### config.mk
export PLATFORM = sky130hd
export DESIGN_NAME = special_pc_stream
export DESIGN_NICKNAME = d
export VERILOG_FILES = /design/src/rtl/special_pc_stream_pkg.sv /design/src/rtl/special_pc_stream_pc_req_slot.sv /design/src/rtl/special_pc_stream.sv
export SDC_FILE = /design/constraint.sdc
export NUM_CORES = 1
export LEC_CHECK = 0
export ABC_AREA = 1
export CAP_MARGIN = 10
export CORE_MARGIN = 4
export CORE_UTILIZATION = 50
export CTS_BUF_LIST = sky130_fd_sc_hd__clkbuf_2
export CTS_CLUSTER_DIAMETER = 60
export DETAILED_ROUTE_END_ITERATION = 7
export PLACE_DENSITY = 0.71
export SYNTH_ARGS = -nofsm -noshare
export SYNTH_HDL_FRONTEND = slang
export SYNTH_SLANG_ARGS = --single-unit
### constraint.sdc
create_clock -name clk -period 2.7 [get_ports clk]
set_input_delay 0.54 -clock clk [delete_from_list [all_inputs] [get_ports clk]]
set_output_delay 0.54 -clock clk [all_outputs]
set_load 0.02 [all_outputs]
### src/rtl/special_pc_stream_pkg.sv
// Shared types and helpers for the special-PC burst stream.
package special_pc_stream_pkg;

  typedef enum logic [1:0] {
    ST_IDLE = 2'd0,
    ST_EMIT = 2'd1,
    ST_DONE = 2'd2
  } state_t;

  // Zero-length requests still emit one element; oversize requests saturate.
  function automatic logic [31:0] clamp_len(input logic [31:0] len, input logic [31:0] max_len);
    logic [31:0] res;
    if (len == 32'd0) begin
      res = 32'd1;
    end else if (len > max_len) begin
      res = max_len;
    end else begin
      res = len;
    end
    return res;
  endfunction

endpackage

### src/rtl/special_pc_stream_pc_req_slot.sv
// One-entry request holding register with full flag; a load into a full,
// non-popping slot replaces the entry and raises a one-cycle overwrite pulse.
module pc_req_slot
  import special_pc_stream_pkg::*;
#(
  parameter int DATA_W = 8
) (
  input  logic              clk,
  input  logic              rst,
  input  logic              load,
  input  logic              pop,
  input  logic [DATA_W-1:0] load_data,
  output logic [DATA_W-1:0] data,
  output logic              full,
  output logic              overwrite
);

  // Slot contents, occupancy and overwrite pulse.
  always_ff @(posedge clk or posedge rst) begin
    if (rst) begin
      data      <= '0;
      full      <= 1'b0;
      overwrite <= 1'b0;
    end else begin
      overwrite <= load & full & ~pop;
      if (load) begin
        data <= load_data;
        full <= 1'b1;
      end else if (pop) begin
        full <= 1'b0;
      end
    end
  end

endmodule

### src/rtl/special_pc_stream.sv
// Emits a burst of derived PCs (base + k*stride) over valid/ready on each
// rising edge of en, with a one-entry pending slot for retriggers.
module special_pc_stream
  import special_pc_stream_pkg::*;
#(
  parameter int ADDRESS_BITS = 20,
  parameter int STRIDE_BITS  = 8,
  parameter int MAX_LEN      = 8,
  parameter int ALIGN_LSB    = 2
) (
  input  logic                           clk,
  input  logic                           rst,
  input  logic                           en,
  input  logic [ADDRESS_BITS-1:0]        curr_pc,
  input  logic [STRIDE_BITS-1:0]         stride_in,
  input  logic [$clog2(MAX_LEN+1)-1:0]   len_in,
  input  logic                           out_ready,
  output logic                           valid,
  output logic [ADDRESS_BITS-1:0]        out_pc,
  output logic                           done,
  output logic                           busy,
  output logic                           dropped
);

  localparam int LEN_W  = $clog2(MAX_LEN + 1);
  localparam int DATA_W = 2 * ADDRESS_BITS + LEN_W;
  localparam logic [ADDRESS_BITS-1:0] ALIGN_MASK =
    ~((ADDRESS_BITS'(1) << ALIGN_LSB) - ADDRESS_BITS'(1));

  state_t                  state_r;
  logic                    en_q_r;
  logic [ADDRESS_BITS-1:0] stride_r;
  logic [LEN_W-1:0]        len_r;
  logic [LEN_W-1:0]        idx_r;

  logic                    trig_s;
  logic [ADDRESS_BITS-1:0] cap_base_s;
  logic [ADDRESS_BITS-1:0] cap_stride_s;
  logic [LEN_W-1:0]        cap_len_s;
  logic                    load_s;
  logic                    pop_s;
  logic                    pend_full_s;
  logic                    pend_full_nxt_s;
  logic [DATA_W-1:0]       pend_data_s;
  logic [ADDRESS_BITS-1:0] pend_base_s;
  logic [ADDRESS_BITS-1:0] pend_stride_s;
  logic [LEN_W-1:0]        pend_len_s;

  // Trigger detection, request capture and pending-slot control.
  always_comb begin
    trig_s          = en & ~en_q_r;
    cap_base_s      = curr_pc & ALIGN_MASK;
    cap_stride_s    = ADDRESS_BITS'($signed(stride_in));
    cap_len_s       = LEN_W'(clamp_len(32'(len_in), 32'(MAX_LEN)));
    load_s          = trig_s & (state_r != ST_IDLE);
    pop_s           = (state_r == ST_DONE) & pend_full_s;
    pend_full_nxt_s = load_s | (pend_full_s & ~pop_s);
    pend_base_s     = pend_data_s[DATA_W-1 -: ADDRESS_BITS];
    pend_stride_s   = pend_data_s[LEN_W +: ADDRESS_BITS];
    pend_len_s      = pend_data_s[LEN_W-1:0];
  end

  pc_req_slot #(
    .DATA_W (DATA_W)
  ) u_pending (
    .clk       (clk),
    .rst       (rst),
    .load      (load_s),
    .pop       (pop_s),
    .load_data ({cap_base_s, cap_stride_s, cap_len_s}),
    .data      (pend_data_s),
    .full      (pend_full_s),
    .overwrite (dropped)
  );

  // Burst FSM, element index and out_pc accumulator.
  always_ff @(posedge clk or posedge rst) begin
    if (rst) begin
      state_r  <= ST_IDLE;
      en_q_r   <= 1'b0;
      stride_r <= '0;
      len_r    <= '0;
      idx_r    <= '0;
      valid    <= 1'b0;
      out_pc   <= '0;
      done     <= 1'b0;
      busy     <= 1'b0;
    end else begin
      en_q_r <= en;
      case (state_r)
        ST_IDLE: begin
          done <= 1'b0;
          if (trig_s) begin
            state_r  <= ST_EMIT;
            valid    <= 1'b1;
            out_pc   <= cap_base_s + cap_stride_s;
            stride_r <= cap_stride_s;
            len_r    <= cap_len_s;
            idx_r    <= '0;
            busy     <= 1'b1;
          end else begin
            valid <= 1'b0;
            busy  <= pend_full_nxt_s;
          end
        end
        ST_EMIT: begin
          done <= 1'b0;
          busy <= 1'b1;
          if (valid & out_ready) begin
            if (idx_r == len_r - LEN_W'(1)) begin
              state_r <= ST_DONE;
              valid   <= 1'b0;
              done    <= 1'b1;
            end else begin
              idx_r  <= idx_r + LEN_W'(1);
              out_pc <= out_pc + stride_r;
            end
          end
        end
        ST_DONE: begin
          done <= 1'b0;
          // A queued request starts straight after the done pulse.
          if (pend_full_s) begin
            state_r  <= ST_EMIT;
            valid    <= 1'b1;
            out_pc   <= pend_base_s + pend_stride_s;
            stride_r <= pend_stride_s;
            len_r    <= pend_len_s;
            idx_r    <= '0;
            busy     <= 1'b1;
          end else begin
            state_r <= ST_IDLE;
            valid   <= 1'b0;
            busy    <= pend_full_nxt_s;
          end
        end
        default: begin
          state_r <= ST_IDLE;
          valid   <= 1'b0;
          done    <= 1'b0;
          busy    <= pend_full_s;
        end
      endcase
    end
  end

endmodule

==> flow_summary.json, run 1 <==
{
  "ys_ff_latch": 74,
  "place_congestion": 0.921,
  "syn_nets": 1113,
  "final_common_cell": "nand2_1",
  "finalNetCount": 1188,
  "post_drt_wl_per_cell_um": 13.6,
  "antenna_found_initial": 1,
  "synth_top_family_by_area": "simple AND/OR/NAND/NOR gates",
  "max_slew.worst_pin.slew_ps": 576,
  "fin_tns_setup_ps": 0,
  "grt_usage_pct": 24.4,
  "numCtsBuffers": 9,
  "drive_gt1_share_pct": 6.86,
  "crit_path_start": "stride_r[18]",
  "cp-endpoint": "out_pc[17]",
  "cellLeakagePower_nw": 3.99,
  "yosys-mux-area-fraction_pct": 0,
  "synthFlopType": "dfrtp_1",
  "syn_area_per_cell_um2": 6.50,
  "grt_pass1_vias": 5957,
  "min_period_ps": 2400,
  "clock_path_buffers": 2,
  "r2r-end": "out_pc[17]",
  "synth.distinct_cells": 45,
  "postSynthCellCount": 1014,
  "slew_headroom_pct": 61.6,
  "yosys-top-cells-area": "dfrtp_1, nand2_1, ha_1",
  "htree_levels": 3,
  "syn_area_um2": 6590,
  "p_total_mw": 9.80,
  "cts_hold_buf": 0,
  "gr-total-overflow": 0,
  "preCtsSetupSlack_ps": -78.3,
  "min_path_type": "primary input to asynchronous set/reset pin",
  "ant_nets": 0,
  "synth_seq_area_share_pct": 28.1,
  "post_cts_resized": 0,
  "worstPathArrival_ps": 2970,
  "vdd_drop_max_mv": 0.400,
  "setup_slack_ps": 296,
  "coreArea_um2": 12800,
  "synth-simple-area-share_pct": 35.5,
  "rsz0062_at_grt": "no",
  "finalCritPeriodShare_pct": 89.0,
  "drc": 0,
  "hold_viol_final": 0,
  "grt_max_degree": 32,
  "num_vias": 6641,
  "synth-xor-area-share_pct": 1.99,
  "drv_slew": 0,
  "async_reset_ff_share_pct": 100,
  "yosysTopAreaCell": "dfrtp_1",
  "io_pins": 60,
  "grt_pass1_wl_um": 29000,
  "fmax_ghz": 0.416,
  "fp-row-count": 41,
  "worst_clock_skew_ps": 39.1,
  "postCtsSetupBuffers": 0,
  "clk_pin_slew_ps": 240,
  "die_area_um2": 15100,
  "setup_viol": 0,
  "cts.sinks": 74,
  "reg2reg_slack_ps": 300,
  "numPlacedInstances": 1250,
  "r2r-start": "stride_r[18]",
  "p_per_area_nw_per_um2": 1280,
  "synth-edff-count": 0,
  "cts-root-buf": "clkbuf_2",
  "end_kind": "flop",
  "finalWirelength_um": 17200,
  "cts_tree": "built",
  "critPathKind": "flop to flop",
  "drt_first_pass_iters": 5,
  "clk_latency_ps": 600,
  "synth-adder-area-share_pct": 12.3,
  "hpwl_um": 13900,
  "synth_compound_area_share_pct": 14.1,
  "whs_ps": 252,
  "fp.dieW_um": 123,
  "drv_cap": 0,
  "crit_required_ps": 3270,
  "drt_iter0_markers": 386,
  "ff2ff_path_depth": 14,
  "status": "finished clean",
  "routed_via_density": 5.24,
  "mostFrequentLayoutCells": "nand2_1, inv_1, nor2_1, a21oi_1, dfrtp_1",
  "io_buffers": 57,
  "instances_no_fill": 1268,
  "start_util_pct": 51.6,
  "critPathLaunchType": "flop",
  "syn2layout_area_growth_pct": 15.7,
  "ys_warn_count": 0,
  "cp_max_fo": 14,
  "die_y_um": 123,
  "yosys.area.top_type_share_pct": 28.1
}
## state kept, by name, summed over array words and instances, names as in the netlist
signal               count
busy                     1
idx_r                    4
u_pending.full           1
len_r                    4
en_q_r                   1
u_pending.data          30
u_pending.overwrite      1
out_pc                  20
state_r                  2
done                     1
valid                    1
stride_r                 8
## metrics by stage
stage | util, % | area [um^2]
after global placement | 58.9 | 7530
after detailed placement | 58.9 | 7530
after CTS | 59.7 | 7630
after floorplan | - | 6590
final | 59.7 | 7630
after global routing | 59.7 | 7630
## report_power, final
group	total (mW)	internal (mW)	switching, mW
sequential	2.13	1.63	0.499
clock	0.578	0.127	0.451
combinational	7.09	2.58	4.51
## synthesized netlist by cell type (all sizes together), types with 11 or more instances
master  number
nand2      374
inv        107
nor2        83
a21oi       77
dfrtp       74
nand3       71
ha          60
o21ai       60
clkbuf      12
buf         11
## critical path, cell delays in order, from the launching register on
cell and delay (ps):
dfrtp_1 740, ha_1 390, nand2_1 150, inv_1 50, a21oi_1 240, nand3_1 220
nand2_1 130, nand2_1 50, nand2_1 50, nand3_1 80, nand2_1 70, nand2_1 40
nand2_1 60, nand2_1 60, nand2_1 60
## final cells by class
cell class	count	area [um^2]
antenna	2	5.00
clock inverter	7	53.8
multi-input combinational	809	4220
clock buffer	9	45.0
timing repair buffer	87	833
tap	172	215
inverter	108	408
sequential	74	1850
fill	1231	5140
## cells by family after synthesis
family | Yosys count
buf+inv | 131
xor+xnor | 15
simple gates | 564
compound gates | 167
fa+ha+maj | 63
flops | 74
## layer usage
metal | GRT usage [%] | share of wire (%)
met2 | 36.2 | 41
met1 | 36.5 | 51
met4 | 7.98 | 1.8
met3 | 3.13 | 5.6
met5 | 0 | 0
## worst min path at each step
stage | from | endpoint | slack (ps) | cells past startpoint
2_1_floorplan | u_pending.data[26] | u_pending.data[26] | 450 | 2
4_1_cts | rst | u_pending.data[1] | 240 | 2
5_1_grt | rst | u_pending.data[0] | 250 | 2
6_report | rst | u_pending.data[6] | 250 | 2
3_3_place_gp | u_pending.data[37] | u_pending.data[37] | 460 | 2
3_5_place_dp | u_pending.data[35] | u_pending.data[35] | 460 | 2
No activity file was read; power rests on OpenSTA's default activity.
==> run 2, diff against run 1 <==
--- a/config.mk
+++ b/config.mk
@@ -7,10 +7,11 @@
 export LEC_CHECK = 0
 export ABC_AREA = 1
 export CAP_MARGIN = 10
-export CORE_MARGIN = 4
+export CORE_MARGIN = 3
 export CORE_UTILIZATION = 50
 export CTS_BUF_LIST = sky130_fd_sc_hd__clkbuf_2
 export CTS_CLUSTER_DIAMETER = 60
+export CTS_CLUSTER_SIZE = 25
 export DETAILED_ROUTE_END_ITERATION = 7
 export PLACE_DENSITY = 0.71
 export SYNTH_ARGS = -nofsm -noshare
==> flow_summary.json, run 2 (synthesis gave the netlist of run 1 again) <==
{
  "fin_util_pct": 59.7,
  "grt_max_degree": 75,
  "slew_headroom_pct": 61.1,
  "grt_pass1_wl_um": 29500,
  "whs_ps": 331,
  "io_pins": 60,
  "syn2layout_area_growth_pct": 15.6,
  "grt_pass1_vias": 6129,
  "fill_cells": 1252,
  "swShare_pct": 55.3,
  "rsz0062_at_grt": "no",
  "drive_gt1_share_pct": 6.77,
  "critPathLaunchType": "flop",
  "num_vias": 6637,
  "cts_hold_buf": 0,
  "drv_cap": 0,
  "clk_pin_slew_ps": 220,
  "cts-root-buf": "clkbuf_2",
  "min_path_type": "primary input to asynchronous set/reset pin",
  "die_y_um": 121,
  "crit_required_ps": 3200,
  "max_slew.worst_pin.slew_ps": 583,
  "p_seq_share_pct": 21.6,
  "start_util_pct": 51.6,
  "final-seq-area_um2": 1850,
  "grt_usage_pct": 25.3,
  "critPathKind": "flop to flop",
  "post_drt_wl_per_cell_um": 13.9,
  "drv_slew": 0,
  "io_buffers": 57,
  "cp_slowest_stage_delay_ps": 750,
  "antenna_found_initial": 1,
  "top_register": "u_pending.data",
  "fp-row-count": 41,
  "status": "finished clean",
  "routed_via_density": 5.24,
  "vdd_drop_max_mv": 0.600,
  "drc": 0,
  "fp.dieW_um": 121,
  "final_common_cell": "nand2_1",
  "cellLeakagePower_nw": 3.99,
  "finalCritPeriodShare_pct": 91.2,
  "end_kind": "flop",
  "cp_max_fo": 15,
  "finalNetCount": 1188,
  "p_comb_share_pct": 72.1,
  "cts_tree": "built",
  "ant_nets": 0,
  "hold_viol_final": 0,
  "clkPwrFrac_pct": 6.4,
  "min_period_ps": 2460,
  "setup_viol": 0,
  "hpwl_um": 13900,
  "finalWirelength_um": 17600,
  "cts.sinks": 74,
  "p_per_area_nw_per_um2": 1300,
  "fmax_ghz": 0.406,
  "numPlacedInstances": 1250,
  "gr-total-overflow": 0,
  "instances_no_fill": 1267,
  "post_cts_resized": 0,
  "clock_path_buffers": 2,
  "worst_clock_skew_ps": 47.4,
  "reg2reg_slack_ps": 240,
  "mostFrequentLayoutCells": "nand2_1, inv_1, nor2_1, a21oi_1, dfrtp_1",
  "coreArea_um2": 12800,
  "crit_chain": "ha_1, nand2_1, inv_1, a21oi_1, nand3_1, nand2_1, nand2_1, nand2_1, nand3_1, nand2_1, nand2_1, nand2_1, nand2_1, nand2_1",
  "worstPathArrival_ps": 2970,
  "htree_levels": 3,
  "switchingPower_mw": 5.47,
  "power.internal_mw": 4.43,
  "cpMostUsedCell": "nand2_1",
  "die_area_um2": 14600,
  "largest_reg_flops": 30,
  "multi_input_comb_area_um2": 4220,
  "critPathSlowestCell": "dfrtp_1",
  "postCtsSetupBuffers": 0,
  "top_regs": "u_pending.data: 30 flops, out_pc: 20 flops, stride_r: 8 flops",
  "drt_first_pass_iters": 4,
  "numCtsBuffers": 9,
  "drt_iter0_markers": 471,
  "clk_latency_ps": 570,
  "place_congestion": 0.919
}
## run 2: cell type report
cell class	count	area share (%)
clock buffers	10	0.656
multi-input cells	809	55.3
well taps	172	2.82
clock inverters	5	0.722
repair buffers	87	10.8
inverters	108	5.35
diodes	2	0.0656
flip-flops and latches	74	24.3
## run 2: worst paths after layout
kind | start | endpoint | cells after the start
hold / removal | rst | u_pending.data[28] | 3
setup / recovery | u_pending.data[23] | out_pc[19] | 14
hold reg to reg | u_pending.data[38] | u_pending.data[38] | 2
setup reg to reg | u_pending.data[23] | out_pc[19] | 14
min in group clk | en | en_q_r | 1
max in group asynchronous | rst | out_pc[19] | 3
## run 2: stage by stage
stage | instance area (um^2) | setup TNS [ps] | setup slack (ps) | total power, mW
global placement | 7510 | -42.0 | -30.2 | 9.05
detailed placement | 7510 | -105 | -46.5 | 9.20
CTS | 7620 | 0 | 239 | 9.86
floorplan | 6590 | 0 | 278 | 7.31
global route | 7620 | 0 | 2.75 | 11.0
finish | 7620 | 0 | 237 | 9.90
## run 2: power by group through the flow
stage | Sequential, mW | Clock, mW | Combinational [mW]
2_1_floorplan | 2.19 | 0 | 5.12
3_3_place_gp | 2.14 | 0 | 6.92
3_5_place_dp | 2.15 | 0 | 7.05
4_1_cts | 2.12 | 0.646 | 7.09
5_1_grt | 2.20 | 0.701 | 8.13
6_report | 2.14 | 0.629 | 7.13
## run 2: critical path: cells and delay by family (launching register included)
kind | cells | cell delay (ps)
buf+inv | 1 | 60
compound gates | 1 | 250
fa+ha+maj | 1 | 400
flops | 1 | 750
simple gates | 11 | 980
## run 2: routing by layer
metal	GRT usage (%)	vias up	part of all wire, %
met3	3.51	20	5.5
li1	-	3463	-
met2	38.1	174	43
met5	0	-	0
met1	37.6	2980	50
met4	7.58	0	1.5
==> run 3, diff against run 2 <==
--- a/config.mk
+++ b/config.mk
@@ -9,7 +9,7 @@
 export CAP_MARGIN = 10
 export CORE_MARGIN = 3
 export CORE_UTILIZATION = 50
-export CTS_BUF_LIST = sky130_fd_sc_hd__clkbuf_2
+export CTS_BUF_LIST = sky130_fd_sc_hd__clkbuf_16
 export CTS_CLUSTER_DIAMETER = 60
 export CTS_CLUSTER_SIZE = 25
 export DETAILED_ROUTE_END_ITERATION = 7
==> flow_summary.json, run 3 (synthesis gave the netlist of run 1 again) <==
{
  "rsz0062_at_grt": "no",
  "top_register": "u_pending.data",
  "finalNetCount": 1188,
  "cellLeakagePower_nw": 4.07,
  "drv_slew": 0,
  "io_buffers": 57,
  "fmax_ghz": 0.409,
  "grt_max_degree": 75,
  "antenna_found_initial": 0,
  "worstPathArrival_ps": 2730,
  "max_slew.worst_pin.slew_ps": 575,
  "hold_viol_final": 0,
  "drt_first_pass_iters": 4,
  "numPlacedInstances": 1250,
  "clk_pin_slew_ps": 60,
  "p_per_area_nw_per_um2": 1340,
  "cts_tree": "built",
  "drc": 0,
  "die_area_um2": 14600,
  "largest_reg_flops": 30,
  "critPathLaunchType": "flop",
  "die_y_um": 121,
  "grt_pass1_wl_um": 29800,
  "status": "finished clean",
  "syn2layout_area_growth_pct": 18.3,
  "min_path_type": "flop to flop",
  "vdd_drop_max_mv": 0.591,
  "worst_clock_skew_ps": 9.65,
  "gr-total-overflow": 0,
  "drive_gt1_share_pct": 6.68,
  "finalCritPeriodShare_pct": 90.6,
  "io_pins": 60,
  "drt_iter0_markers": 434,
  "num_vias": 6604,
  "grt_pass1_vias": 6186,
  "end_kind": "flop",
  "top_regs": "u_pending.data: 30 flops, out_pc: 20 flops, stride_r: 8 flops",
  "fp-row-count": 41,
  "diodes": 0,
  "reg2reg_slack_ps": 250,
  "place_congestion": 0.919,
  "ant_nets": 0,
  "critPathKind": "flop to flop",
  "routed_via_density": 5.22,
  "p_total_mw": 10.5,
  "slew_headroom_pct": 61.7,
  "fin_util_pct": 61.1,
  "crit_required_ps": 2980,
  "fill_cells": 1230,
  "grt_usage_pct": 25.4,
  "final_common_cell": "nand2_1",
  "hpwl_um": 13900,
  "drv_cap": 0,
  "htree_levels": 3,
  "start_util_pct": 51.6,
  "instances_no_fill": 1265,
  "cts.sinks": 74,
  "post_drt_wl_per_cell_um": 14.0,
  "fp.dieW_um": 121,
  "mostFrequentLayoutCells": "nand2_1, inv_1, nor2_1, a21oi_1, dfrtp_1",
  "numCtsBuffers": 9,
  "cts-root-buf": "clkbuf_16",
  "cp_max_fo": 15,
  "finalWirelength_um": 17700,
  "min_period_ps": 2450,
  "clock_path_buffers": 2,
  "clk_latency_ps": 350,
  "coreArea_um2": 12800,
  "setup_viol": 0
}
[run 3: power breakdown]
group / internal, mW / switching (mW) / total [mW]
clock: 0.705 / 0.485 / 1.19
combinational: 2.59 / 4.55 / 7.14
sequential: 1.64 / 0.508 / 2.15
[run 3: layout make-up]
class | instances | area (um^2) | area share (%)
multi-input cells | 809 | 4220 | 54.1
flip-flops and latches | 74 | 1850 | 23.7
repair buffers | 87 | 821 | 10.5
inverters | 108 | 408 | 5.23
clock buffers | 9 | 225 | 2.89
well taps | 172 | 215 | 2.76
clock inverters | 6 | 58.8 | 0.754
[run 3: layer usage]
layer	vias up	wire length (um)	global-route usage, %	share of wire (%)
met5	-	0	0	0
met4	0	276	7.29	1.6
met1	2985	9010	38.0	51
met2	142	7610	38.7	43
li1	3458	-	-	-
met3	19	825	3.18	4.7
[run 3: worst max-delay path: stages (launching register included)]
cell     delay [ps]
dfrtp_1         700
ha_1            400
nand2_1         120
inv_1            50
a21oi_1         250
nand3_1         200
a21oi_1         180
o21ai_0         120
nand2_1          90
nand2_1          50
nand2_1          60
nand2_1          80
nand2_1          80
[run 3: path summary, 6_finish.rpt]
path	from	endpoint	cells after the start
worst max-delay path	u_pending.data[23]	out_pc[11]	12
worst min-delay path	u_pending.data[38]	u_pending.data[38]	2
worst max register to register	u_pending.data[23]	out_pc[11]	12
worst min register to register	u_pending.data[38]	u_pending.data[38]	2
max in group asynchronous	rst	out_pc[19]	3
min in group asynchronous	rst	u_pending.data[28]	3
[run 3: repair_timing]
| item | 4_1_cts | 5_1_grt |
|---|---|---|
| buffers inserted | 0 | 0 |
| resized for setup | 0 | 1 |
| hold buffers | 0 | 0 |
| setup endpoints to repair | 0 | 2 |
[run 3: stage by stage]
step           worst slack (ps)  area (um^2)  hold WS, ps  TNS [ps]
4_1_cts                     248         7800          477         0
5_1_grt                    12.3         7800          498         0
6_report                    255         7800          473         0
2_1_floorplan               278         6590          446         0
3_5_place_dp              -46.5         7510          463      -105
3_3_place_gp              -30.2         7510          458     -42.0
